## src/rtl/instr_fetch_unit.sv

```systemverilog
// Instruction fetch unit: reads the word at the current PC from instruction
// memory over a req/ack handshake and hands it to decode over valid/ready.
module instr_fetch_unit #(
  parameter int unsigned BUS_WIDTH = 32,
  parameter int unsigned TIMEOUT   = 255
) (
  input  logic                 clk,
  input  logic                 rst,
  input  logic [BUS_WIDTH-1:0] pc_addr,
  output logic                 pc_advance,
  output logic                 imem_req,
  output logic [BUS_WIDTH-1:0] imem_addr,
  input  logic                 imem_ack,
  input  logic [BUS_WIDTH-1:0] imem_rdata,
  input  logic                 imem_err,
  input  logic                 flush,
  output logic                 instr_valid,
  input  logic                 instr_ready,
  output logic [BUS_WIDTH-1:0] instr_out,
  output logic [BUS_WIDTH-1:0] instr_pc,
  output logic                 fetch_fault,
  output logic [BUS_WIDTH-1:0] fetch_count
);

  localparam int unsigned TO_W = 16;
  localparam logic [TO_W-1:0] TO_LAST = TO_W'(TIMEOUT - 1);

  typedef enum logic [1:0] {
    IDLE  = 2'd0,
    REQ   = 2'd1,
    HOLD  = 2'd2,
    FAULT = 2'd3
  } state_t;

  state_t          state;
  state_t          state_nxt;
  logic            drop;
  logic [TO_W-1:0] to_cnt;
  logic            timeout_hit;
  logic            misaligned;

  assign timeout_hit = (to_cnt == TO_LAST);
  assign misaligned  = (pc_addr[1:0] != 2'b00);

  // State register
  always_ff @(posedge clk) begin
    if (rst) state <= IDLE;
    else     state <= state_nxt;
  end

  // Next-state logic; an ack always wins over a timeout in the same cycle
  always_comb begin
    state_nxt = state;
    case (state)
      IDLE:  state_nxt = misaligned ? FAULT : REQ;
      REQ: begin
        if (imem_ack) begin
          if (drop || flush) state_nxt = IDLE;
          else if (imem_err) state_nxt = FAULT;
          else               state_nxt = HOLD;
        end else if (timeout_hit) begin
          state_nxt = FAULT;
        end
      end
      HOLD:  if (flush || instr_ready) state_nxt = IDLE;
      FAULT: state_nxt = FAULT;
      default: state_nxt = IDLE;
    endcase
  end

  // PC step strobe: only a real decode handshake that is not being flushed
  always_comb begin
    pc_advance = instr_valid & instr_ready & ~flush & (state == HOLD);
  end

  // Registered outputs, drop flag and request timeout counter
  always_ff @(posedge clk) begin
    if (rst) begin
      imem_req    <= 1'b0;
      imem_addr   <= '0;
      instr_valid <= 1'b0;
      instr_out   <= '0;
      instr_pc    <= '0;
      fetch_fault <= 1'b0;
      fetch_count <= '0;
      drop        <= 1'b0;
      to_cnt      <= '0;
    end else begin
      case (state)
        IDLE: begin
          imem_addr <= pc_addr;
          if (misaligned) begin
            fetch_fault <= 1'b1;
          end else begin
            imem_req <= 1'b1;
            to_cnt   <= '0;
          end
        end
        REQ: begin
          if (imem_ack) begin
            imem_req <= 1'b0;
            drop     <= 1'b0;
            if (!(drop || flush)) begin
              if (imem_err) begin
                fetch_fault <= 1'b1;
              end else begin
                instr_out   <= imem_rdata;
                instr_pc    <= imem_addr;
                instr_valid <= 1'b1;
              end
            end
          end else begin
            // A flushed request stays on the bus; its data is dropped on ack
            if (flush) drop <= 1'b1;
            if (timeout_hit) begin
              imem_req    <= 1'b0;
              fetch_fault <= 1'b1;
            end else begin
              to_cnt <= to_cnt + TO_W'(1);
            end
          end
        end
        HOLD: begin
          if (flush) begin
            instr_valid <= 1'b0;
          end else if (instr_ready) begin
            instr_valid <= 1'b0;
            fetch_count <= fetch_count + BUS_WIDTH'(1);
          end
        end
        FAULT: begin
          imem_req    <= 1'b0;
          instr_valid <= 1'b0;
          fetch_fault <= 1'b1;
        end
        default: ;
      endcase
    end
  end

endmodule

```

## config.mk

```make
export PLATFORM = sky130hd
export DESIGN_NAME = instr_fetch_unit
export DESIGN_NICKNAME = d
export VERILOG_FILES = /design/src/rtl/instr_fetch_unit.sv
export SDC_FILE = /design/constraint.sdc
export NUM_CORES = 1
export LEC_CHECK = 0
export ABC_AREA = 1
export CAP_MARGIN = 25
export CELL_PAD_IN_SITES_DETAIL_PLACEMENT = 1
export CELL_PAD_IN_SITES_GLOBAL_PLACEMENT = 1
export CORE_AREA = 2 2 119 179
export DETAILED_ROUTE_END_ITERATION = 12
export DIE_AREA = 0 0 121 181
export PLACE_DENSITY = 0.77
export SYNTH_ARGS = -nofsm -noshare
export SYNTH_HDL_FRONTEND = slang
export SYNTH_SLANG_ARGS = --single-unit
```

## constraint.sdc

```tcl
create_clock -name clk -period 1.8 [get_ports clk]
set_input_delay 0.36 -clock clk [delete_from_list [all_inputs] [get_ports clk]]
set_output_delay 0.36 -clock clk [all_outputs]
set_load 0.005 [all_outputs]
```

# ---- Word level (Yosys, flattened, before mapping)
# Cells that the tools add are included.
dict set report totals {
  regBits 150
  input_bits 70
  out_inout_bits 132
  word_cells 79
}
dict set report op_classes {
  n_addsub 2
  eq_ne 16
  muxes 29
  n_bitwise 6
  reduce_logical 16
}
# cell n
set ops {}
lappend ops {{16-bit 2-to-1 mux} 3}
lappend ops {{32-bit by 1-bit adder with 32-bit output, second input constant} 1}
lappend ops {{16-bit one-hot mux with 2 select lines} 1}
lappend ops {{16-bit by 1-bit adder with 16-bit output, second input constant} 1}
lappend ops {{16-bit by 8-bit == test with 1-bit output, second input constant} 1}
lappend ops {{1-bit 2-to-1 mux} 16}
lappend ops {{2-bit inequality test, second input constant} 8}
lappend ops {{3-bit inequality test, second input constant} 4}
lappend ops {{2-bit 2-to-1 mux} 5}
lappend ops {{5-bit AND reduction} 2}
lappend ops {{1-bit one-hot mux with 3 select lines} 3}
lappend ops {{2-bit one-hot mux with 4 select lines} 1}
lappend ops {{4-bit AND reduction} 2}
lappend ops {{3-bit AND reduction} 2}
lappend ops {{2-bit nonzero test} 3}
lappend ops {{3-bit nonzero test} 2}
lappend ops {{2-bit == test, second input constant} 2}
lappend ops {{2-bit AND reduction} 2}
lappend ops {{1-bit AND} 3}
lappend ops {{1-bit inverter} 3}
lappend ops {{2-bit by 1-bit == test with 1-bit output, second input constant} 1}
lappend ops {{2-bit logical NOT} 1}
lappend ops {{1-bit logical OR} 2}

# ---- Longest topological paths before layout
# Gate-level depths: netlist (run 1).
dict set report logic_depth {
  ltp_word 4
  depth_mapped 11
  mapped_depth_nobuf 10
}

# ---- Worst setup path before layout (run 1)
# No wires, ideal clock.
dict set report synth_path {
  path_type {reg2reg}
  from {register fetch_count[1]}
  to {register fetch_count[28]}
  setup_time_ns 0.116
  t_arrival_ns 1.367
  required_ns 1.684
  slack_ns 0.317
  path_stages_with_launch 9
  path_buffers 0
  period_less_slack_ns 1.483
  cell_sequence {dfxtp_1 -> ha_1 -> inv_1 -> nor2_1 -> nand2_1 -> nor2_1 -> nand3_1 -> o21ai_0 -> nor2_1}
}
dict set report synth_between {
  elab_chain_len 1
}
# element line
set synth_rtl {}
lappend synth_rtl {{from (decl)} 22} ;# output logic [BUS_WIDTH-1:0] fetch_count
lappend synth_rtl {{from (signal assigned)} 128} ;# fetch_count <= fetch_count + BUS_WIDTH'(1);
lappend synth_rtl {{32-bit by 1-bit adder with 32-bit output} 128}
# No other way between the ends.
# A chain may end at the register's enable or synchronous reset.

# ---- Worst setup path in the final report (run 1)
dict set report layout_path {
  from {register instr_valid}
  to {output port instr_valid}
}
# element line
set layout_lines {}
lappend layout_lines {{from (decl)} 17} ;# output logic instr_valid,
lappend layout_lines {{from (signal assigned)} 81} ;# instr_valid <= 1'b0;
lappend layout_lines {{from (signal assigned)} 109} ;# instr_valid <= 1'b1;
lappend layout_lines {{from (signal assigned)} 125} ;# instr_valid <= 1'b0;
# No word-level cell between the ends.

==> flow_metrics.env, run 1 <==
export IMPL_worst_hold_slack_ns=0.453
export IMPL_p_per_area_nw_per_um2=848
export IMPL_ctsRootBufferMaster="clkbuf_16"
export IMPL_layout_nets=1249
export IMPL_holdBufCountCts=0
export IMPL_slew_headroom_pct=71.9
export IMPL_fmax_mhz=568
export IMPL_ys_warn_count=0
export IMPL_instances_no_fill=1451
export IMPL_place_ws_ns=-0.327
export IMPL_synth_seq_area_share_pct=46.7
export IMPL_most_common_layout_cells="nor2_1, clkdlybuf4s50_1, nand2_1, dfxtp_1, o21ai_0"
export IMPL_area_growth_pct=49.0
export IMPL_vias_per_cell=4.73
export IMPL_drt_first_pass_iters=4
export IMPL_mostFrequentLayoutCell="nor2_1"
export IMPL_whs_path_depth=2
export IMPL_postLayoutCoreUtil_pct=47.3
export IMPL_ant_nets=0
export IMPL_die_height_um=181
export IMPL_hp_class="register to register"
export IMPL_grt_max_degree=45
export IMPL_cts_setup_buffers=0
export IMPL_cp_top_family="buffers and inverters"
export IMPL_critical_path_max_stage_delay_ns=0.55
export IMPL_arrival_ns=1.40
export IMPL_synth_edf_count=0
export IMPL_hold_start="fetch_fault"
export IMPL_clk_latency_ns=0.43
export IMPL_h_tree_depth=4
export IMPL_reg2reg_setup_slack_ns=0.15
export IMPL_cp_slowest_cell="clkdlybuf4s50_1"
export IMPL_drt_initial_drc_count=216
export IMPL_criticalPathCategory="register to output port"
export IMPL_start_kind="register"
export IMPL_drv_cap=0
export IMPL_syn_area_um2=6430
export IMPL_synth_seq_cells=150
export IMPL_worst_slew_pin_slew_ns=0.421
export IMPL_crit_required_ns=1.44
export IMPL_antenna_found_initial=4
export IMPL_ys_flop_type="dfxtp_1"
export IMPL_r2r_cells=9
export IMPL_grt_ovfl_total=0
export IMPL_drv_slew=0
export IMPL_period_share_pct=97.7
export IMPL_path_cells="clkdlybuf4s50_1"
export IMPL_cp_max_fo=3
export IMPL_fin_crit_ns=1.76
export IMPL_cts_tree="yes"
export IMPL_cts_buffers=17
export IMPL_r2r_start="fetch_count[1]"
export IMPL_syn_inst=943
export IMPL_min_to="fetch_fault"
export IMPL_synthDistinctLibCells=31
export IMPL_start_util_pct=31.8
export IMPL_r2r_end="fetch_count[24]"
export IMPL_die_w_um=121
export IMPL_cp_depth=1
export IMPL_routabilityCongestion=0.839
export IMPL_cts_buffer_depth=2
export IMPL_drive_gt1_share_pct=9.54
export IMPL_setup_viol=0
export IMPL_die_area_um2=21900
export IMPL_clock_sinks=150
export IMPL_wl_um=21900
export IMPL_drc_errors=0
export IMPL_grt_usage_pct=20.4
export IMPL_grt_pass1_vias=7091
export IMPL_fin_skew_ns=0.00905
export IMPL_power_leakage_nw=3.82
export IMPL_async_flop_share_pct=0
export IMPL_fin_ws_ns=0.0410
export IMPL_hold_viol=0
export IMPL_core_area_um2=20300
export IMPL_nFillCells=2580
export IMPL_grt_pass1_wl_um=35500
export IMPL_placed_cells=1421
export IMPL_post_dp_hpwl_um=16200
export IMPL_wl_per_cell_um=15.1
export IMPL_status="completed"
export IMPL_avgSynthCellArea_um2=6.82
export IMPL_vias=6856
export IMPL_vdd_drop_max_uv=594
export IMPL_synth_fp_nets=1016
export IMPL_pin_count=202
export IMPL_cp_num_buf_inv=1
export IMPL_rows=64
export IMPL_setup_worst_path_end_class="output port"
export IMPL_clk_pin_slew_worst_paths_ns=0.06
export IMPL_io_buffers=201
==> synthesized netlist by cell type, types with 2 or more instances <==
master	number	area, um2
nor2_1	287	1080
nand2_1	160	601
dfxtp_1	150	3000
o21ai_0	110	551
inv_1	73	274
nand3_1	46	230
a21oi_1	29	145
clkbuf_1	24	90.1
nor2_2	10	62.6
buf_6	6	67.6
nand4_1	6	37.5
nor3_1	6	30.0
buf_1	5	18.8
inv_2	4	15.0
buf_2	3	15.0
ha_1	3	37.5
nand3_2	2	20.0
nand3b_1	2	15.0
nor2_4	2	22.5
o211ai_1	2	15.0
o21a_1	2	15.0
xor2_1	2	17.5
==> worst reg2reg max path: cells and delay by family (launching register included) <==
| kind | cells | cell delay, ns |
|---|---|---|
| AO/OA/AOI/OAI | 1 | 0.18 |
| adder cells (fa/ha/maj) | 1 | 0.16 |
| buffers and inverters | 2 | 0.21 |
| flip-flops | 1 | 0.37 |
| AND/OR/NAND/NOR | 5 | 0.61 |
==> routing by layer <==
metal,GRT usage (%),vias to the layer above,share of wire (%)
li1,-,3431,-
met1,21.2,3218,39
met2,38.0,168,53
met3,4.86,39,4.7
met4,9.12,0,3.1
met5,0,-,0
==> flip-flops by register name (all words and copies together), names as in the netlist <==
register,cells
to_cnt,16
imem_addr,32
instr_pc,32
instr_out,32
drop,1
fetch_fault,1
fetch_count,32
imem_req,1
instr_valid,1
state,2
==> per-stage QoR <==
stage	TNS (ns)	area, um2	total power, mW
floorplan	0	6430	4.18
global placement	-9.10	9050	4.96
detailed placement	-12.52	9050	4.99
CTS	0	9560	8.25
global route	-0.00205	9580	8.52
finish	0	9580	8.12
==> final cells by class <==
class | count | area, um2 | share of cell area, %
clock inverter | 6 | 57.6 | 0.601
clock buffer | 21 | 450 | 4.70
timing repair buffer | 253 | 2480 | 25.9
tap | 264 | 330 | 3.45
antenna | 3 | 7.51 | 0.0783
inverter | 77 | 290 | 3.03
sequential | 150 | 3010 | 31.5
multi-input combinational | 677 | 2950 | 30.8
==> logic make-up after synthesis <==
family / share of synthesized area (%)
compound gates: 11.7
buf+inv: 7.70
xor+xnor: 0.409
flops: 46.7
fa+ha+maj: 0.584
simple gates: 32.9
==> worst max path at each step <==
stage | start | endpoint | slack [ns]
2_1_floorplan | fetch_count[1] | fetch_count[28] | 0.32
3_3_place_gp | flush | pc_advance | -0.32
3_5_place_dp | flush | pc_advance | -0.33
4_1_cts | fetch_count[12] | fetch_count[12] | 0.006
5_1_grt | fetch_count[1] | fetch_count[24] | -0.002
6_report | instr_valid | instr_valid | 0.04
==> report_power, final <==
group | internal, mW | total [mW] | switching, mW | leakage (nW)
clock network | 1.89 | 3.22 | 1.33 | 0.250
registers | 3.50 | 3.61 | 0.113 | 1.22
logic | 0.675 | 1.30 | 0.622 | 2.35
==> what timing repair did <==
| action | CTS | global route |
|---|---|---|
| setup endpoints to repair | 3 | 20 |
| pin swaps | 1 | 1 |
| resized for setup | 10 | 12 |
No activity file was read; power rests on OpenSTA's default activity.
==> run 2, diff against run 1 <==
Settings changed: ABC_AREA 1 to not set, CORE_AREA 2 2 119 179 to 2 2 115 173, DIE_AREA 0 0 121 181 to 0 0 117 175, SLEW_MARGIN set to 20.
==> run 2 against run 1 <==
The flow now finishes with violations (negative setup slack). Utilization is 6.6 points higher. Synthesized area is 4.1% lower. Register-to-register slack worse by 0.38 ns. Clock skew is 0.00050 ns higher. Total power is 4.7% higher. Setup slack worse by 0.27 ns. Design area is 7.0% higher. Count of clock-buffer cells in the layout is 4 lower. Largest power group is now clock.
==> flow_metrics.env, run 2 <==
export IMPL_status="finished with violations"
export IMPL_violations="negative setup slack"
export IMPL_rows=62
export IMPL_layout_nets=1088
export IMPL_fmax_mhz=492
export IMPL_mostFrequentLayoutCell="nand2_1"
export IMPL_post_dp_hpwl_um=14900
export IMPL_synth_most_common_cell="nand2_1"
export IMPL_clk_pin_slew_worst_paths_ns=0.07
export IMPL_nFillCells=2160
export IMPL_cts_tree="yes"
export IMPL_wl_um=23500
export IMPL_antenna_found_initial=0
export IMPL_synth_area_leaders="dfxtp_1, nand2_1, a21oi_1"
export IMPL_drive_gt1_share_pct=21.9
export IMPL_grt_ovfl_total=0
export IMPL_start_util_pct=32.4
export IMPL_fin_skew_ns=0.00956
export IMPL_cp_max_fo=4
export IMPL_die_w_um=117
export IMPL_routabilityCongestion=0.878
export IMPL_worst_slew_pin_slew_ns=0.735
export IMPL_drv_cap=0
export IMPL_syn_inst=755
export IMPL_fin_ws_ns=-0.231
export IMPL_insertedDiodeCount=0
export IMPL_min_to="fetch_count[12]"
export IMPL_synth_edf_count=0
export IMPL_r2r_cells=6
export IMPL_power_leakage_nw=3.84
export IMPL_drv_slew=0
export IMPL_pin_count=202
export IMPL_die_height_um=175
export IMPL_setup_worst_path_end_class="register"
export IMPL_place_ws_ns=-0.614
export IMPL_grt_pass1_vias=6594
export IMPL_most_common_layout_cells="nand2_1, clkdlybuf4s50_1, dfxtp_1, a21oi_1, buf_4"
export IMPL_start_kind="register"
export IMPL_syn_area_um2=6170
export IMPL_crit_required_ns=2.15
export IMPL_r2r_start="to_cnt[0]"
export IMPL_avgSynthCellArea_um2=8.17
export IMPL_p_per_area_nw_per_um2=830
export IMPL_drc_errors=0
export IMPL_vias_per_cell=5.08
export IMPL_postLayoutCoreUtil_pct=53.9
export IMPL_arrival_ns=2.38
export IMPL_hp_class="input port to register"
export IMPL_post_dp_cell_area_um2=8950
export IMPL_cp_startpoint="to_cnt[0]"
export IMPL_period_share_pct=113
export IMPL_final_area_um2=10200
export IMPL_hold_viol=0
export IMPL_ys_flop_type="dfxtp_1"
export IMPL_total_power_mw=8.51
export IMPL_fin_crit_ns=2.03
export IMPL_grt_usage_pct=21.1
export IMPL_yosys_area_top_type_share_pct=48.7
export IMPL_ant_nets=0
export IMPL_drt_first_pass_iters=4
export IMPL_synth_fp_nets=828
export IMPL_rsz0062_at_grt="true"
export IMPL_cts_buffer_depth=2
export IMPL_criticalPathCategory="register to register"
export IMPL_async_flop_share_pct=0
export IMPL_vias=6527
export IMPL_whs_path_depth=2
export IMPL_ys_warn_count=0
export IMPL_ctsRootBufferMaster="clkbuf_16"
export IMPL_clk_latency_ns=0.42
export IMPL_clock_sinks=150
export IMPL_grt_max_degree=66
export IMPL_slew_headroom_pct=51.0
export IMPL_area_growth_pct=66.2
export IMPL_worst_hold_slack_ns=0.369
export IMPL_reg2reg_setup_slack_ns=-0.23
export IMPL_setup_viol=30
export IMPL_hold_start="rst"
export IMPL_r2r_end="to_cnt[0]"
export IMPL_grt_pass1_wl_um=34000
export IMPL_vdd_drop_max_uv=447
export IMPL_die_area_um2=20500
export IMPL_yosysTopAreaCell="dfxtp_1"
export IMPL_synthDistinctLibCells=56
export IMPL_drt_initial_drc_count=316
export IMPL_synth_seq_cells=150
export IMPL_synth_common_cells="nand2_1, dfxtp_1, a21oi_1"
export IMPL_cts_buffers=17
export IMPL_h_tree_depth=4
export IMPL_wl_per_cell_um=18.3
export IMPL_core_area_um2=19000
export IMPL_synth_seq_area_share_pct=48.7
export IMPL_io_buffers=201
## run 2: changes by cell type in the layout (fill, tap and decap cells not counted), moves of 27 or more
cell     change
nand3_1     -33
nor2_1     -264
nand2_1     +63
inv_1       -61
o21ai_0     -97
a21oi_1     +79
buf_4       +27
## run 2: metal layers
| metal | GRT usage [%] | share of wire, % |
|---|---|---|
| met5 | 0 | 0 |
| met4 | 7.50 | 2.8 |
| met3 | 3.88 | 4.2 |
| met2 | 39.7 | 55 |
| met1 | 22.9 | 38 |
## run 2: area by class of cell
cell class / instances / area, um2 / share of cell area [%]
Sequential cell: 150 / 3030 / 29.6
Clock inverter: 15 / 203 / 1.98
Multi-Input combinational cell: 545 / 3390 / 33.0
Inverter: 10 / 37.5 / 0.366
Timing Repair Buffer: 291 / 2850 / 27.8
Tap cell: 256 / 320 / 3.13
Clock buffer: 17 / 425 / 4.15
## run 2: worst max path at each step
stage / to / slack (ns)
2_1_floorplan: fetch_count[29] / -0.13
5_1_grt: to_cnt[1] / -0.30
4_1_cts: to_cnt[0] / -0.19
6_report: to_cnt[0] / -0.23
3_3_place_gp: fetch_count[25] / -0.57
3_5_place_dp: fetch_count[25] / -0.61
## run 2: metrics by stage
step	TNS, ns	std cells
after detailed placement	-26.54	1234
after global routing	-4.68	1284
after floorplan	-1.33	755
after CTS	-2.75	1277
after global placement	-24.54	1234
final	-3.43	1284
## run 2: cell families after synthesis
group | share of synthesized area (%)
simple gates | 25.9
compound gates | 17.8
flops | 48.7
buf+inv | 4.00
xor+xnor | 1.42
mux | 1.54
fa+ha+maj | 0.609
## run 2: what timing repair did
action	CTS	global route
gates resized for setup	59	64
buffers inserted	9	8
endpoints found under the setup margin	35	55
pin swaps	23	13
hold buffers	0	0
gates cloned	2	0
## run 2: report_power, final
| part | internal [mW] | switching, mW | leakage, nW |
|---|---|---|---|
| clock network | 2.25 | 1.62 | 0.304 |
| registers | 3.43 | 0.0858 | 1.23 |
| logic | 0.568 | 0.548 | 2.31 |
## run 2: worst max-delay path, cell delays in order, from the launching register on
cell and delay [ns]:
dfxtp_2 0.32, inv_2 0.09, ha_4 0.13, or4b_4 0.48
or4_4 0.51, o21ai_4 0.23, mux2i_1 0.21
==> run 3, diff against run 2 <==
Settings changed: ABC_CLOCK_PERIOD_IN_PS set to 1800, SKIP_LAST_GASP set to 1.
==> run 3 against run 2 <==
Critical path depth unchanged. Via count decreased by 0.31%. Clock power hardly changed. The run still ends with negative setup slack left.
==> flow_metrics.env, run 3 (synthesis gave the netlist of run 2 again) <==
export IMPL_met2_usage_pct=39.9
export IMPL_slew_headroom_pct=51.7
export IMPL_criticalPathCategory="register to register"
export IMPL_mostFrequentLayoutCell="nand2_1"
export IMPL_drv_cap=0
export IMPL_io_buffers=201
export IMPL_nFillCells=2179
export IMPL_drc_errors=0
export IMPL_drive_gt1_share_pct=20.9
export IMPL_met1_usage_pct=22.5
export IMPL_endpoint="to_cnt[1]"
export IMPL_layout_nets=1087
export IMPL_most_common_layout_cells="nand2_1, clkdlybuf4s50_1, dfxtp_1, a21oi_1, buf_4"
export IMPL_place_ws_ns=-0.614
export IMPL_grt_usage_pct=21.0
export IMPL_ctsRootBufferMaster="clkbuf_16"
export IMPL_wl_um=22800
export IMPL_final_area_um2=10200
export IMPL_status="finished with violations"
export IMPL_post_dp_hpwl_um=14900
export IMPL_power_leakage_nw=3.79
export IMPL_cp_startpoint="to_cnt[0]"
export IMPL_p_per_area_nw_per_um2=833
export IMPL_worst_hold_slack_ns=0.368
export IMPL_routabilityCongestion=0.878
export IMPL_vias_per_cell=5.07
export IMPL_holdBufCountCts=0
export IMPL_drt_initial_drc_count=275
export IMPL_die_w_um=117
export IMPL_setup_worst_path_end_class="register"
export IMPL_antenna_found_initial=0
export IMPL_pin_count=202
export IMPL_drv_slew=0
export IMPL_rsz0062_at_grt="true"
export IMPL_fin_skew_ns=0.00844
export IMPL_setup_viol=28
export IMPL_rows=62
export IMPL_grt_max_degree=66
export IMPL_whs_path_depth=2
export IMPL_vias=6507
export IMPL_clock_sinks=150
export IMPL_clk_pin_slew_worst_paths_ns=0.07
export IMPL_cp_max_fo=4
export IMPL_cts_buffers=17
export IMPL_core_area_um2=19000
export IMPL_insertedDiodeCount=0
export IMPL_die_height_um=175
export IMPL_arrival_ns=2.34
export IMPL_violations="negative setup slack"
export IMPL_hold_viol=0
export IMPL_start_kind="register"
export IMPL_h_tree_depth=4
export IMPL_drt_first_pass_iters=4
export IMPL_wl_per_cell_um=17.8
export IMPL_grtUsageMet3_pct=3.88
export IMPL_r2r_end="to_cnt[1]"
export IMPL_cts_buffer_depth=2
export IMPL_crit_required_ns=2.09
export IMPL_ant_nets=0
export IMPL_die_area_um2=20500
export IMPL_r2r_start="to_cnt[0]"
export IMPL_top_usage_layer="met2"
export IMPL_worst_slew_pin_slew_ns=0.725
export IMPL_fin_crit_ns=2.05
export IMPL_r2r_cells=6
export IMPL_area_growth_pct=65.1
export IMPL_reg2reg_setup_slack_ns=-0.25
export IMPL_vdd_drop_max_uv=448
export IMPL_fin_ws_ns=-0.247
export IMPL_grt_pass1_vias=6598
export IMPL_post_dp_cell_area_um2=8950
export IMPL_grt_pass1_wl_um=33900
export IMPL_start_util_pct=32.4
export IMPL_fmax_mhz=489
export IMPL_clk_latency_ns=0.42
export IMPL_cts_tree="yes"
export IMPL_period_share_pct=114
export IMPL_hp_class="input port to register"
export IMPL_grt_ovfl_total=0
## run 3: cell types whose count changed in the layout (fill, tap and decap cells not counted), sizes merged
| cell | before | now |
|---|---|---|
| dlymetal6s2s | 10 | 9 |
| buf | 92 | 90 |
| clkbuf | 17 | 18 |
| clkdlybuf4s50 | 187 | 188 |
## run 3: worst max-delay path, stage by stage, from the launching register on
cell and delay (ns):
dfxtp_2 0.32, inv_2 0.09, ha_4 0.14, or4b_4 0.47, or4_4 0.51, o21ai_0 0.26, a31oi_1 0.12
## run 3: stage by stage
stage / std cells / setup TNS [ns] / utilization (%) / power, mW
2_1_floorplan: 755 / -1.33 / - / 3.98
3_3_place_gp: 1234 / -24.54 / 47.1 / 4.58
3_5_place_dp: 1234 / -26.54 / 47.1 / 4.60
4_1_cts: 1277 / -2.90 / 52.2 / 8.52
5_1_grt: 1283 / -4.18 / 53.6 / 8.80
6_report: 1283 / -2.85 / 53.6 / 8.47
## run 3: cell type report
cell class	instances	area, um2	share of cell area [%]
Clock buffer	17	425	4.18
Inverter	10	37.5	0.369
Multi-Input combinational cell	545	3340	32.8
Sequential cell	150	3030	29.7
Tap cell	256	320	3.15
Clock inverter	15	203	1.99
Timing Repair Buffer	290	2820	27.7
## run 3: timing repair
item                                    in CTS  in global routing
endpoints found under the setup margin      35                 54
endpoints found under the hold margin        0                  0
resized for setup                           52                 53
buffers inserted                             9                  6
pin swaps                                   22                 17
cloned                                       2                  0
## run 3: worst min-delay path by stage
stage / start / endpoint / slack [ns]
after floorplan: to_cnt[15] / to_cnt[15] / 0.44
after global placement: instr_pc[7] / instr_pc[7] / 0.44
after detailed placement: instr_pc[12] / instr_pc[12] / 0.45
after CTS: rst / fetch_count[12] / 0.35
after global routing: rst / fetch_count[16] / 0.38
final: rst / fetch_count[12] / 0.37
## run 3: metal layers
layer | wire (um) | up-vias
met3 | 979 | 45
met1 | 8760 | 3140
met4 | 639 | 0
met2 | 12400 | 180
met5 | 0 | -
li1 | - | 3142
## run 3: where the power goes
| group | internal (mW) | switching, mW |
|---|---|---|
| clock network | 2.25 | 1.61 |
| registers | 3.43 | 0.0834 |
| logic | 0.562 | 0.541 |
